### src/rtl/seven_segment_scan.sv
// Multiplexed hex driver for a common-anode seven-segment bank with dead time,
// leading-zero suppression and frame-synchronous (tear-free) display updates.
module seven_segment_scan #(
  parameter int DIGITS         = 4,
  parameter int CLK_DIV        = 50000,
  parameter int DEAD           = 16,
  parameter int ACTIVE_LOW_SEG = 1,
  parameter int ACTIVE_LOW_AN  = 1
) (
  input  logic                  clk,
  input  logic                  rst_n,
  input  logic                  wr_en,
  input  logic [4*DIGITS-1:0]   wr_data,
  input  logic [DIGITS-1:0]     wr_dp,
  input  logic [DIGITS-1:0]     wr_blank,
  input  logic                  lz_en,
  output logic [6:0]            seg_out,
  output logic                  dp_out,
  output logic [DIGITS-1:0]     an_out,
  output logic                  frame_done
);

  localparam int PCW = (CLK_DIV > 1) ? $clog2(CLK_DIV) : 1;
  localparam int IW  = (DIGITS > 1) ? $clog2(DIGITS) : 1;
  localparam logic [PCW-1:0]    PC_LAST  = PCW'(CLK_DIV - 1);
  localparam logic [IW-1:0]     IDX_LAST = IW'(DIGITS - 1);
  localparam logic [6:0]        SEG_OFF  = (ACTIVE_LOW_SEG != 0) ? 7'h7F : 7'h00;
  localparam logic              DP_OFF   = (ACTIVE_LOW_SEG != 0);
  localparam logic [DIGITS-1:0] AN_OFF   = (ACTIVE_LOW_AN != 0) ? '1 : '0;

  logic [PCW-1:0]      pc;
  logic [IW-1:0]       idx;
  logic                commit;

  logic [4*DIGITS-1:0] sh_val, disp_val;
  logic [DIGITS-1:0]   sh_dp, disp_dp;
  logic [DIGITS-1:0]   sh_blank, disp_blank;
  logic                pending;

  logic [3:0]          cur_val;
  logic                cur_dp, cur_blank, cur_supp, zero_run;
  logic [DIGITS-1:0]   onehot;
  logic                in_dead, dark;
  logic [6:0]          seg_nxt;
  logic                dp_nxt;
  logic [DIGITS-1:0]   an_nxt;

  // Glyphs are stored active-low {g..a}; polarity is applied at the output.
  function automatic logic [6:0] glyph(input logic [3:0] v);
    case (v)
      4'h0: glyph = 7'b1000000;
      4'h1: glyph = 7'b1111001;
      4'h2: glyph = 7'b0100100;
      4'h3: glyph = 7'b0110000;
      4'h4: glyph = 7'b0011001;
      4'h5: glyph = 7'b0010010;
      4'h6: glyph = 7'b0000010;
      4'h7: glyph = 7'b1111000;
      4'h8: glyph = 7'b0000000;
      4'h9: glyph = 7'b0010000;
      4'hA: glyph = 7'b0001000;
      4'hB: glyph = 7'b0000011;
      4'hC: glyph = 7'b1000110;
      4'hD: glyph = 7'b0100001;
      4'hE: glyph = 7'b0000110;
      default: glyph = 7'b0001110;
    endcase
  endfunction

  assign commit = (pc == PC_LAST) && (idx == IDX_LAST);

  always_ff @(posedge clk or negedge rst_n) begin
    if (!rst_n) begin
      pc  <= '0;
      idx <= '0;
    end else if (pc == PC_LAST) begin
      pc  <= '0;
      idx <= (idx == IDX_LAST) ? '0 : idx + IW'(1);
    end else begin
      pc <= pc + PCW'(1);
    end
  end

  // A write landing on the commit edge bypasses the shadow set so it is not lost.
  always_ff @(posedge clk or negedge rst_n) begin
    if (!rst_n) begin
      sh_val     <= '0;
      sh_dp      <= '0;
      sh_blank   <= '0;
      pending    <= 1'b0;
      disp_val   <= '0;
      disp_dp    <= '0;
      disp_blank <= '0;
    end else begin
      if (wr_en) begin
        sh_val   <= wr_data;
        sh_dp    <= wr_dp;
        sh_blank <= wr_blank;
      end
      if (commit) begin
        pending <= 1'b0;
        if (wr_en) begin
          disp_val   <= wr_data;
          disp_dp    <= wr_dp;
          disp_blank <= wr_blank;
        end else if (pending) begin
          disp_val   <= sh_val;
          disp_dp    <= sh_dp;
          disp_blank <= sh_blank;
        end
      end else if (wr_en) begin
        pending <= 1'b1;
      end
    end
  end

  // Walk from the top digit down so zero_run marks "this and all higher digits are 0".
  always_comb begin
    cur_val   = 4'h0;
    cur_dp    = 1'b0;
    cur_blank = 1'b0;
    cur_supp  = 1'b0;
    zero_run  = 1'b1;
    onehot    = '0;
    for (int k = DIGITS - 1; k >= 0; k--) begin
      zero_run = zero_run && (disp_val[4*k +: 4] == 4'h0);
      if (idx == IW'(k)) begin
        cur_val   = disp_val[4*k +: 4];
        cur_dp    = disp_dp[k];
        cur_blank = disp_blank[k];
        cur_supp  = lz_en && zero_run && (k != 0);
        onehot[k] = 1'b1;
      end
    end
  end

  generate
    if (DEAD > 0) begin : g_dead
      assign in_dead = (pc < PCW'(DEAD));
    end else begin : g_nodead
      assign in_dead = 1'b0;
    end
  endgenerate

  always_comb begin
    dark    = cur_blank || cur_supp || in_dead;
    seg_nxt = SEG_OFF;
    dp_nxt  = DP_OFF;
    an_nxt  = AN_OFF;
    if (!dark) begin
      seg_nxt = (ACTIVE_LOW_SEG != 0) ? glyph(cur_val) : ~glyph(cur_val);
      dp_nxt  = cur_dp ? ~DP_OFF : DP_OFF;
      an_nxt  = (ACTIVE_LOW_AN != 0) ? ~onehot : onehot;
    end
  end

  always_ff @(posedge clk or negedge rst_n) begin
    if (!rst_n) begin
      seg_out    <= SEG_OFF;
      dp_out     <= DP_OFF;
      an_out     <= AN_OFF;
      frame_done <= 1'b0;
    end else begin
      seg_out    <= seg_nxt;
      dp_out     <= dp_nxt;
      an_out     <= an_nxt;
      frame_done <= commit;
    end
  end

endmodule

### config.mk
export PLATFORM = sky130hd
export DESIGN_NAME = seven_segment_scan
export DESIGN_NICKNAME = d
export VERILOG_FILES = /design/src/rtl/seven_segment_scan.sv
export SDC_FILE = /design/constraint.sdc
export NUM_CORES = 1
export LEC_CHECK = 0
export BUFFER_PORTS_ARGS = -buffer_cell sky130_fd_sc_hd__buf_2
export CORE_UTILIZATION = 52
export DETAILED_ROUTE_END_ITERATION = 8
export GPL_TIMING_DRIVEN = 0
export PLACE_DENSITY = 0.82
export REMOVE_ABC_BUFFERS = 1
export SLEW_MARGIN = 30
export SYNTH_ARGS = -nofsm -noshare
export SYNTH_HDL_FRONTEND = slang
export SYNTH_SLANG_ARGS = --single-unit
### constraint.sdc
create_clock -name clk -period 2.4 [get_ports clk]
set_clock_uncertainty 0.1 [all_clocks]
set_input_delay 0.12 -clock clk [delete_from_list [all_inputs] [get_ports clk]]
set_output_delay 0.12 -clock clk [all_outputs]
set_load 0.1 [all_outputs]
==> flow_summary.ini <==
[synthesis]
synthTopCellsByCount = dfrtp_1, mux2_2, nand2_1
yosysMostFrequentCell = dfrtp_1
synthTopCellsByArea = dfrtp_1, mux2_2, dfstp_2, mux2_4, ha_1
ys_ff_latch = 80
synth_area_um2 = 3709
yosys.area.top_type = dfrtp_1
synth-edff-count = 0
netlist.area_leader.share = 0.4588
avgSynthCellArea_um2 = 12.53
ys.flop_type = dfrtp_1
yosys_warnings = 0
syn_inst = 296
ys_seq_area_frac = 0.5439
synthArstFlopShare = 1.000
synth_cell_types = 46

[timing]
hold_viol_final = 0
setup_viol = 1
period_minus_slack_ns = 2.400
worst_slack_ns = -0.0003759
fmax_mhz = 416.6
fin_crit_sh = 1.000
rsz0062_at_grt = true
hold_ws_ns = 0.1268
max_slew_margin = 0.6091
slew_viol_final = 0
tightest_slew_ns = 0.5815

[clocking]
htreeDepth = 3
cts_tree = done
cts_buffer_depth = 2
numCtsBuffers = 9
insertion_delay_ns = 0.36
cts.sinks = 80
root_buffer = clkbuf_8
clkTransAtPathRegs_ns = 0.08

[finish]
fin_util = 0.6978
nets = 420
num_antenna_cells = 0
areaGrowthSynthToFinish_pct = 28.54
fill_cells = 437
drive_above_1_share = 0.4301
layout.cells.non_filler = 482

[power_and_ir_drop]
peakVddDrop_v = 0.0002794
power.leakage_nw = 2.312
powerDensity_nw_per_um2 = 532.2
total_power_mw = 2.537

[routing]
drc = 0
drt_iter0_markers = 205
wirelength_mm = 8.246
vias = 2676
postRouteAntennaNets = 0
routed_via_density = 5.552
dr.pass1.iters = 5
wl_per_cell_um = 17.11

[grt]
grt_first_pass_wirelength_mm = 12.57
grt_pass1_vias = 2576
grt_max_degree = 55
antenna_found_initial = 0
overflow = 0
track_usage = 0.2255

[floorplanning]
core_area_um2 = 6832
dieArea_um2 = 7474
row_count = 30
die_y_um = 86.45
die_x_um = 86.45
io_pins = 41
initial_core_util = 0.5429

[placement]
dp.cells = 420
numPortBuffers = 40
dp_hpwl_mm = 4.359
gp_congestion = 0.7969

[critical_path]
crit_path_end_kind = register
crit_fanout = 9
startpoint_type = register
reg2reg_from = idx[1]
worst-setup-path-type = reg2reg
arrival_ns = 2.55
r2r-end = seg_out[0]
ff2ff_path_depth = 8
rrSetupSlack_ns = -0.0004
cp.required_ns = 2.55

[status]
violations = negative setup slack
status = finished with violations

[run]
max_cap_viol_count = 0

[worst_hold_path]
hold_path_class = in2async
-- registers in the layout, indices dropped and copies added (netlist names) --
signal and flops:
dp_out 1, an_out 4, sh_dp 4, pc 16
pending 1, seg_out 7, disp_val 16, disp_dp 4
frame_done 1, idx 2, disp_blank 4, sh_blank 4
sh_val 16
-- layout by cell type, fill, tap and decap left out, drive strengths merged, types with 3 or more instances in the layout --
cell and instances:
dlygate4sd3 25, xor2 8, nor3 6, nand4 3, mux2i 3, dfstp 12
nor2 19, clkbuf 13, nand2 25, nand3 9, ha 11, nand3b 4
xnor2 5, a21oi 9, inv 10, mux2 49, o221ai 3, dfrtp 68
nor4 5, buf 63, o21ai 4
-- through the flow --
stage	worst slack, ns	TNS [ns]	area, µm²
finish	-0.0003759	-0.0003759	4767
global route	-0.07384	-0.1562	4767
CTS	-0.07411	-0.08728	4594
detailed placement	-0.5361	-4.483	4006
global placement	-0.8626	-14.82	3951
floorplan	-0.1465	-0.7051	3631
-- power by group --
part           switching, mW  leakage (nW)  internal [mW]  total (mW)
registers            0.00973         0.999           1.39        1.40
logic                 0.0692          1.22         0.0851       0.154
clock network          0.476        0.0936          0.509       0.985
-- area by class of cell --
class                           count  area, µm²  area share
Clock buffer                       13      148.9     0.03123
Clock inverter                      3      42.54    0.008924
Inverter                           10      37.54    0.007874
Multi-Input combinational cell    192       1753      0.3677
Sequential cell                    80       2018      0.4234
Tap cell                           96      120.1     0.02520
Timing Repair Buffer               88      646.9      0.1357
-- metal layers --
| layer | wire length [µm] | share of wire | vias to the layer above | track usage |
|---|---|---|---|---|
| li1 | - | - | 1214 | - |
| met2 | 4418 | 0.54 | 120 | 0.3911 |
| met5 | 0 | 0 | - | 0 |
| met3 | 457 | 0.055 | 23 | 0.07238 |
| met4 | 178 | 0.022 | 0 | 0.08485 |
| met1 | 3192 | 0.39 | 1319 | 0.2613 |
-- critical path, cell delays in order, from the launching register on --
cell and delay [ns]:
dfrtp_1 0.42, buf_6 0.14, ha_4 0.19, buf_4 0.15, buf_4 0.14, a2111oi_4 0.51, or2_2 0.31, nand3_1 0.18
o2111ai_1 0.15
-- timing repair --
item | 4_1_cts | 5_1_grt
endpoints found under the setup margin | 31 | 8
buffers inserted | 4 | 16
hold endpoints to repair | 93 | 0
hold buffers | 25 | 0
pin swaps | 3 | 11
resized for setup | 17 | 14
gates cloned | 1 | 0
-- worst max path at each step --
stage               startpoint          to  cells past startpoint
finish                  idx[1]  seg_out[0]                      8
detailed placement      idx[1]  seg_out[3]                      9
global route            idx[1]  seg_out[3]                      9
CTS                     idx[0]  seg_out[3]                      9
global placement        idx[1]  seg_out[6]                      7
floorplan               idx[0]  seg_out[3]                      8
-- cells by family after synthesis --
family	after synthesis	synth area share
DFF	80	0.5439
adders and majority gates	11	0.03711
buffers and inverters	25	0.03104
muxes	52	0.1771
and+or+nand+nor	84	0.1201
AOI/OAI and AO/OA	31	0.06006
xor gates and xnor gates	13	0.03070
(Power assumes the default switching activity.)
